### config.mk
export PLATFORM = sky130hd
export DESIGN_NAME = ascii_display_scanner_flat
export DESIGN_NICKNAME = d
export VERILOG_FILES = /design/src/rtl/ascii_display_scanner_if.sv /design/src/rtl/ascii_display_scanner.sv /design/src/flat_wrapper.sv
export SDC_FILE = /design/constraint.sdc
export NUM_CORES = 1
export LEC_CHECK = 0
export BUFFER_PORTS_ARGS = -buffer_cell sky130_fd_sc_hd__buf_2
export CAP_MARGIN = 20
export CORE_UTILIZATION = 30
export CTS_CLUSTER_SIZE = 25
export DETAILED_ROUTE_END_ITERATION = 10
export HOLD_SLACK_MARGIN = 0.08
export RECOVER_POWER = 100
export SLEW_MARGIN = 5
export SYNTH_ARGS = -nofsm -noshare
export SYNTH_HDL_FRONTEND = slang
export SYNTH_SLANG_ARGS = --single-unit
### constraint.sdc
create_clock -name clk -period 5.4 [get_ports clk]
set_input_delay 0.27 -clock clk [delete_from_list [all_inputs] [get_ports clk]]
set_output_delay 0.27 -clock clk [all_outputs]
set_load 0.005 [all_outputs]
### src/rtl/ascii_display_scanner_if.sv
// ----------------------------------------------------------------------------
// ascii_display_scanner_if
//   Byte stream into the display scanner.
//
//   Handshake: a byte moves on a rising clk edge where in_valid && in_ready.
//   While in_valid is high and in_ready is low the master holds in_data
//   steady. The master may not make in_valid depend on in_ready. in_ready may
//   drop for a cycle with no warning, for example during a clear request.
//
//   Signals:
//     in_valid  master -> slave   in_data holds a byte
//     in_data   master -> slave   ASCII byte
//     in_ready  slave  -> master  slave can take the byte this cycle
// ----------------------------------------------------------------------------
interface ascii_display_scanner_if;
  logic       in_valid;
  logic [7:0] in_data;
  logic       in_ready;

  modport master (output in_valid, output in_data, input in_ready);
  modport slave  (input in_valid, input in_data, output in_ready);
endinterface

### src/rtl/ascii_display_scanner.sv
// ----------------------------------------------------------------------------
// ascii_display_scanner
//   Keeps the last NUM_DIGITS ASCII characters from a byte stream in a marquee
//   buffer. It time-multiplexes the characters onto a common-anode display.
//   Each scan slot lasts CLK_DIV clocks. For each slot the block puts the
//   character on char_out for the 7-segment decoder and drives one anode low.
//   Byte 8'h08 (backspace) removes the newest character. Byte 8'h0D (carriage
//   return) blanks the buffer, which the clear input also does.
//
//   Ports:
//     clk        system clock, rising edge
//     rst_n      asynchronous active-low reset
//     s_if       byte stream (slave side): in_valid, in_data, in_ready
//     clear      single-cycle request to blank the buffer
//     char_out   character for the active digit (one cycle behind an)
//     an         anode enables, active-low, exactly one bit low
//     busy       high while the buffer is being blanked
//     state_dbg  current FSM state (0 = IDLE, 1 = CLEAR)
// ----------------------------------------------------------------------------
module ascii_display_scanner #(
  parameter int CLK_DIV    = 100000,
  parameter int NUM_DIGITS = 4
) (
  input  logic                  clk,
  input  logic                  rst_n,
  ascii_display_scanner_if.slave s_if,
  input  logic                  clear,
  output logic [7:0]            char_out,
  output logic [NUM_DIGITS-1:0] an,
  output logic                  busy,
  output logic                  state_dbg
);

  localparam int IW = $clog2(NUM_DIGITS);
  localparam int PW = $clog2(CLK_DIV);
  localparam logic [7:0] SPACE = 8'h20;
  localparam logic [7:0] BKSP  = 8'h08;
  localparam logic [7:0] CR    = 8'h0D;

  typedef enum logic {
    ST_IDLE  = 1'b0,
    ST_CLEAR = 1'b1
  } state_e;

  state_e                state_q, state_d;
  logic [IW-1:0]         clr_cnt_q, clr_cnt_d;
  logic [7:0]            ent_q [NUM_DIGITS];
  logic [7:0]            ent_d [NUM_DIGITS];
  logic [PW-1:0]         presc_q, presc_d;
  logic [IW-1:0]         idx_q, idx_d;
  logic [NUM_DIGITS-1:0] an_q, an_d;
  logic [7:0]            char_q, char_d;
  logic                  in_ready;
  logic                  transfer;

  assign in_ready      = (state_q == ST_IDLE) && !clear;
  assign transfer      = s_if.in_valid && in_ready;
  assign s_if.in_ready = in_ready;
  assign busy          = (state_q == ST_CLEAR);
  assign state_dbg     = state_q;
  assign an            = an_q;
  assign char_out      = char_q;

  // Buffer edit and clear sequencing
  always_comb begin
    state_d   = state_q;
    clr_cnt_d = clr_cnt_q;
    ent_d     = ent_q;
    case (state_q)
      ST_IDLE: begin
        if (clear) begin
          state_d   = ST_CLEAR;
          clr_cnt_d = '0;
        end else if (transfer) begin
          if (s_if.in_data == CR) begin
            state_d   = ST_CLEAR;
            clr_cnt_d = '0;
          end else if (s_if.in_data == BKSP) begin
            // Drop the newest character; a space enters at the left.
            for (int k = 0; k < NUM_DIGITS - 1; k++) ent_d[k] = ent_q[k+1];
            ent_d[NUM_DIGITS-1] = SPACE;
          end else begin
            // Marquee: the new byte enters on the right, the oldest is lost.
            for (int k = NUM_DIGITS - 1; k > 0; k--) ent_d[k] = ent_q[k-1];
            ent_d[0] = s_if.in_data;
          end
        end
      end
      ST_CLEAR: begin
        // One entry per cycle. A clear request here does not restart the count.
        ent_d[clr_cnt_q] = SPACE;
        if (clr_cnt_q == IW'(NUM_DIGITS - 1)) begin
          state_d   = ST_IDLE;
          clr_cnt_d = '0;
        end else begin
          clr_cnt_d = clr_cnt_q + 1'b1;
        end
      end
      default: begin
        state_d   = ST_IDLE;
        clr_cnt_d = '0;
      end
    endcase
  end

  // Scan: the prescaler moves the digit index. The anode is registered on the
  // same edge as the index, from the index value being loaded. char_out reads
  // the current index, so it trails the anode by one clock.
  always_comb begin
    presc_d = presc_q + 1'b1;
    idx_d   = idx_q;
    an_d    = an_q;
    char_d  = ent_q[idx_q];
    if (presc_q == PW'(CLK_DIV - 1)) begin
      presc_d = '0;
      idx_d   = (idx_q == IW'(NUM_DIGITS - 1)) ? '0 : idx_q + 1'b1;
      for (int k = 0; k < NUM_DIGITS; k++) an_d[k] = (idx_d != IW'(k));
    end
  end

  always_ff @(posedge clk or negedge rst_n) begin
    if (!rst_n) begin
      state_q   <= ST_IDLE;
      clr_cnt_q <= '0;
      for (int k = 0; k < NUM_DIGITS; k++) ent_q[k] <= SPACE;
      presc_q   <= '0;
      idx_q     <= '0;
      an_q      <= {{(NUM_DIGITS-1){1'b1}}, 1'b0};
      char_q    <= SPACE;
    end else begin
      state_q   <= state_d;
      clr_cnt_q <= clr_cnt_d;
      for (int k = 0; k < NUM_DIGITS; k++) ent_q[k] <= ent_d[k];
      presc_q   <= presc_d;
      idx_q     <= idx_d;
      an_q      <= an_d;
      char_q    <= char_d;
    end
  end

endmodule

### src/flat_wrapper.sv
// flat-port wrapper written by rule: the top's interface ports become plain ports
module ascii_display_scanner_flat 
#(
  parameter int CLK_DIV    = 100000,
  parameter int NUM_DIGITS = 4
)
  (clk, rst_n, clear, char_out, an, busy, state_dbg, s_if_in_valid, s_if_in_data, s_if_in_ready);
  ascii_display_scanner_if s_if_i ();
  input  logic clk;
  input  logic rst_n;
  input  logic clear;
  output logic [7:0] char_out;
  output logic [NUM_DIGITS-1:0] an;
  output logic busy;
  output logic state_dbg;
  input wire logic [$bits(s_if_i.in_valid)-1:0] s_if_in_valid;
  input wire logic [$bits(s_if_i.in_data)-1:0] s_if_in_data;
  output wire logic [$bits(s_if_i.in_ready)-1:0] s_if_in_ready;
  assign s_if_i.in_valid = s_if_in_valid;
  assign s_if_i.in_data = s_if_in_data;
  assign s_if_in_ready = s_if_i.in_ready;
  ascii_display_scanner #(.CLK_DIV(CLK_DIV), .NUM_DIGITS(NUM_DIGITS)) u_core (.clk(clk), .rst_n(rst_n), .s_if(s_if_i), .clear(clear), .char_out(char_out), .an(an), .busy(busy), .state_dbg(state_dbg));
endmodule
# [After elaboration in Yosys (flattened, before gate mapping)]
# Cells that the tools add are included.
[classes] add_sub_neg=3 order_cmp=3 n_eq_ne=13 mux=22 bitwise=6 n_reduce_logical=7
[op_table] cell="32-bit two-way mux" n=4
[op_table] cell="32-bit one-hot mux with 2 select lines" n=1
[op_table] cell="28-bit bitwise AND" n=1
[op_table] cell="28-bit inverter" n=1
[op_table] cell="8-bit two-way mux" n=3
[op_table] cell="17-bit by 1-bit adder with 17-bit output (second input constant)" n=1
[op_table] cell="17-bit equality test (second input constant)" n=1
[op_table] cell="17-bit two-way mux" n=1
[op_table] cell="8-bit binary-select mux with 2-bit select" n=1
[op_table] cell="8-bit demux with 2-bit select" n=1
[op_table] cell="8-bit by 4-bit equality test with 1-bit output (second input constant)" n=2
[op_table] cell="2-bit two-way mux" n=5
[op_table] cell="2-bit inequality test (second input constant)" n=4
[op_table] cell="3-bit greater-or-equal comparator (second input constant)" n=2
[op_table] cell="2-bit inverter with 3-bit output" n=2
[op_table] cell="2-bit by 1-bit adder with 2-bit output (second input constant)" n=2
[op_table] cell="2-bit equality test (second input constant)" n=2
[op_table] cell="1-bit two-way mux" n=4
[op_table] cell="2-bit by 1-bit inequality test with 1-bit output (second input constant)" n=2
[op_table] cell="4-bit OR" n=1
[op_table] cell="2-bit one-hot mux with 2 select lines" n=1
[op_table] cell="1-bit logical AND" n=3
[op_table] cell="3-bit by 1-bit < comparator with 1-bit output (second input constant)" n=1
[op_table] cell="3-bit by 2-bit inequality test with 1-bit output (second input constant)" n=1
[op_table] cell="other kinds (7)" n=7
[word_totals] reg_bits=66 input_bits=12 out_inout_bits=15

# [Depth between registers and ports, before layout]
[depth] depth_word=8 ltp_mapped=7

# [Worst setup path after synthesis]
# OpenSTA, ideal clock, no wires.
[synth_path] path_kind="in2reg" from="input s_if_in_data[1]" to="register u_core.ent_q[10] (netlist name)" arrival_time_ns=1.730 setup_slack_ns=3.540 cell_stages=7 n_path_buf=3 cell_sequence="or4b_1 -> clkbuf_1 -> o41a_1 -> buf_6 -> buf_6 -> o21ai_0 -> a31oi_1"
[synth_between] elab_chain_cells=6 elab_cells_between_ends=9 classes_between="eq/ne: 3; mux: 5; reduce/logical: 1"
[synth_rtl] item="start, declared" line_no="flat_wrapper.sv:17" source="input wire logic [$bits(s_if_i.in_data)-1:0] s_if_in_data;"
[synth_rtl] item="8-bit by 4-bit equality test with 1-bit output" line_no="ascii_display_scanner.sv:78" source="end else if (s_if.in_data == BKSP) begin"
[synth_rtl] item="32-bit two-way mux" line_no="ascii_display_scanner.sv:78"
[synth_rtl] item="32-bit two-way mux" line_no="ascii_display_scanner.sv:75" source="if (s_if.in_data == CR) begin"
[synth_rtl] item="32-bit two-way mux" line_no="ascii_display_scanner.sv:74" source="end else if (transfer) begin"
[synth_rtl] item="32-bit two-way mux" line_no="ascii_display_scanner.sv:71" source="if (clear) begin"
[synth_rtl] item="32-bit one-hot mux with 2 select lines" line_no="ascii_display_scanner.sv:69" source="case (state_q)"
[synth_rtl] item="end, declared" line_no="ascii_display_scanner.sv:47" source="logic [7:0] ent_q [NUM_DIGITS];"
# Parallel ways exist; a longest one is shown, timed or not. The select of a mux whose other input is x is not followed.
# A chain may end at the register's enable or synchronous reset.

# [Worst setup path after layout]
[layout_path] from="register u_core.state_q, in the netlist u_core.busy" to="register u_core.ent_q[4] (netlist name)"
[layout_between] elab_chain_cells=5 elab_cells_between_ends=8 classes_between="eq/ne: 3; mux: 1; bitwise: 1; reduce/logical: 3"
[layout_rtl] item="start, declared" line_no="ascii_display_scanner.sv:45" source="state_e state_q, state_d;"
[layout_rtl] item="start signal, assigned" line_no="ascii_display_scanner.sv:131" source="state_q <= state_d;"
[layout_rtl] item="1-bit inverter" line_no="ascii_display_scanner.sv:56, ascii_display_scanner.sv:69"
[layout_rtl] item="1-bit logical AND" line_no="ascii_display_scanner.sv:56" source="assign in_ready = (state_q == ST_IDLE) && !clear;"
[layout_rtl] item="1-bit logical AND" line_no="ascii_display_scanner.sv:57" source="assign transfer = s_if.in_valid && in_ready;"
[layout_rtl] item="2-bit by 1-bit inequality test with 1-bit output (no line)"
[layout_rtl] item="3-bit AND reduction (no line)"
# Parallel ways exist; a longest one is shown, timed or not.

==> impl_metrics.toml <==
[global_route]
overflow = 0
grt_antenna_before_repair = 0
grt_pass1_wl_mm = 11.3
globalRouteTotalUtil = 0.133
grt_pass1_vias = 2206
grt_max_degree = 67

[synthesis]
synth_area_um2 = 3140
synth_ff_type = "dfrtp_1"
synth_cells = 293
synth-seq-cells = 66
synth_edf_count = 0
synthArstFlopShare = 1.00
synthDistinctLibCells = 41
synthesis.nets = 314
yosysWarnings = 0
synth_top_cell_area_share = 0.462
syn_avg_cell_area_um2 = 10.7
ys_seq_area_frac = 0.529
yosysTopAreaCell = "dfrtp_1"
synth_area_leaders = "dfrtp_1 (46%), dfstp_2 (6.7%), mux4_2 (5.7%)"

[critical_path]
cp-start-kind = "flop"
rrSetupSlack_ns = 2.13
cpPeakStageDelay_ns = 1.24
setup.worst_path.class = "flop to flop"
worst_ep_required_time_ns = 5.63
crit_start = "u_core.busy$_DFF_PN0_"
r2r-end = "u_core.ent_q[4]$_DFFE_PN0P_"
cp.arrival_ns = 3.50
r2r-start = "u_core.busy$_DFF_PN0_"
r2r_cells = 5
crit_end = "u_core.ent_q[4]$_DFFE_PN0P_"
path_cells = "nor3b_1 > o41a_1 > clkbuf_1 > a21oi_1 > a22o_1"
end_kind = "flop"
slowest_stage = "clkbuf_1"
crit_fanout = 48

[timing]
timing.hold.ws_ns = 0.0875
rsz0062_at_grt = "no"
tns_ns = 0
slew_violations = 49
setup_violations = 0
finalHoldViolCount = 0
tightest_slew_ns = 1.72
clock_skew_ns = 0.00664
slew_headroom = -0.147
timing.final.crit_share = 0.606
fin_crit_ns = 3.27
fmax_ghz = 0.306

[cts]
postCtsHoldBufs = 0
htreeDepth = 3
ctsResizeCount = 0
cts_root_buf = "clkbuf_8"
clk_pin_slew_ns = 0.07
clk_latency_ns = 0.34
clkSinkCount = 66
cts-buffers-inserted = 9
max-clock-path-buffers = 2
tritoncts = "done"
post_cts_buffers = 0

[status]
status = "finished with violations"
failed_checks = "capacitance limit, slew limit"

[place]
dpl.hpwl_mm = 4.25
routabilityCongestion = 0.785
portBuffers = 26

[power_and_ir_drop]
leakage_nw = 1.50
p_per_area_nw_per_um2 = 413
peakVddDrop_mv = 0.218

[die]
core_area_um2 = 9950
die_h_um = 104
start_util = 0.315
rows = 36
dieArea_um2 = 10900
die_w_um = 104
ios = 27

[cells_and_area]
area_growth_pct = 13.4
mostFrequentLayoutCell = "dfrtp_1"
mostFrequentLayoutCells = "dfrtp_1 (58), nand2_1 (45), o21ai_0 (21)"
nets = 337
layout-drive-gt1-share = 0.174
num_antenna_cells = 0

[run]
max_cap_viol_count = 1

[drt]
wl_per_cell_um = 14.2
routed_wl_mm = 6.43
drt_iter0_markers = 195
drt_pass1_iterations = 4
vias = 2295
ant_nets = 0
drc = 0
vias_per_cell = 5.06

[min_path]
min_path_type = "primary input to async pin"
-- layer usage --
metal  up-vias  wire, um  GRT usage
met5         -         0          0
met4         0        86     0.0490
met3         8       314     0.0376
met2        62      3050      0.199
met1      1127      2980      0.181
li1       1098         -          -
-- worst min path at each step --
stage,start,to,slack [ns],cells past startpoint
6_report,rst_n,u_core.presc_q[14]$_DFF_PN0_,0.09,2
5_1_grt,rst_n,u_core.presc_q[14]$_DFF_PN0_,0.17,2
4_1_cts,rst_n,u_core.presc_q[14]$_DFF_PN0_,0.12,2
3_3_place_gp,u_core.ent_q[5]$_DFFE_PN1P_,u_core.ent_q[5]$_DFFE_PN1P_,0.46,2
3_5_place_dp,u_core.ent_q[5]$_DFFE_PN1P_,u_core.ent_q[5]$_DFFE_PN1P_,0.47,2
2_1_floorplan,rst_n,u_core.an[0]$_DFFE_PN0N_,-0.03,0
-- final cells by class --
class / count / area, um^2
tap: 133 / 166
inverter: 9 / 33.8
clock buffer: 14 / 173
clock inverter: 2 / 35.0
timing repair buffer: 29 / 143
sequential: 66 / 1660
multi-input combinational: 201 / 1350
fill: 963 / 6390
-- sequential cells by signal, summed over array words and instances, names as in the netlist --
signal            cells
u_core.char_out       8
u_core.clr_cnt_q      2
u_core.idx_q          2
u_core.an             4
u_core.presc_q       17
u_core.ent_q         32
u_core.busy           1
-- stage by stage --
step                      instance area, um^2  power, mW  instances  setup slack, ns  utilization
after floorplan                          3140      0.938        293             3.54            -
after global routing                     3560       1.57        454             1.75        0.358
final                                    3560       1.47        454             2.13        0.358
after detailed placement                 3370       1.06        438             3.04        0.338
after global placement                   3370       1.05        438             3.17        0.338
after CTS                                3570       1.50        454             3.39        0.359
-- Yosys cell counts (2+ instances only) --
| master | n |
|---|---|
| o41a_1 | 2 |
| and4_1 | 2 |
| nor4_1 | 2 |
| buf_2 | 2 |
| dfrtp_1 | 58 |
| nor2_1 | 18 |
| inv_1 | 9 |
| a22o_1 | 8 |
| or2_2 | 2 |
| a21oi_1 | 10 |
| ha_1 | 9 |
| nor3_1 | 2 |
| or3_1 | 3 |
| buf_6 | 3 |
| and2_1 | 2 |
| or4_1 | 2 |
| a31oi_1 | 16 |
| a211oi_1 | 7 |
| clkbuf_1 | 11 |
| nand2_1 | 45 |
| xnor2_1 | 10 |
| nor3b_1 | 5 |
| xor2_1 | 4 |
| mux4_2 | 8 |
| o21ai_0 | 21 |
| nand3_1 | 7 |
| nand4_1 | 4 |
| dfstp_2 | 8 |
-- worst max-delay path: cells and delay by family (launching register included) --
family                 cells  cell delay [ns]
AO/OA/AOI/OAI              3             1.09
buffers and inverters      1             1.24
flip-flops                 1             0.51
AND/OR/NAND/NOR            1             0.31
-- cell families (layout without fill, tap and decap cells) --
logic type / count (synthesis) / after routing / synth area share
multiplexers: 9 / 9 / 0.0610
buffers and inverters: 26 / 54 / 0.0403
adder cells (fa/ha/maj): 9 / 9 / 0.0359
flip-flops: 66 / 66 / 0.529
AND/OR/NAND/NOR: 99 / 99 / 0.151
AO/OA/AOI/OAI: 70 / 70 / 0.143
XOR/XNOR: 14 / 14 / 0.0391
-- where the power goes --
| part | switching (mW) | internal, mW |
|---|---|---|
| clock network | 0.179 | 0.251 |
| registers | 0.103 | 0.615 |
| logic | 0.170 | 0.154 |
No activity file was read; power rests on OpenSTA's default activity.
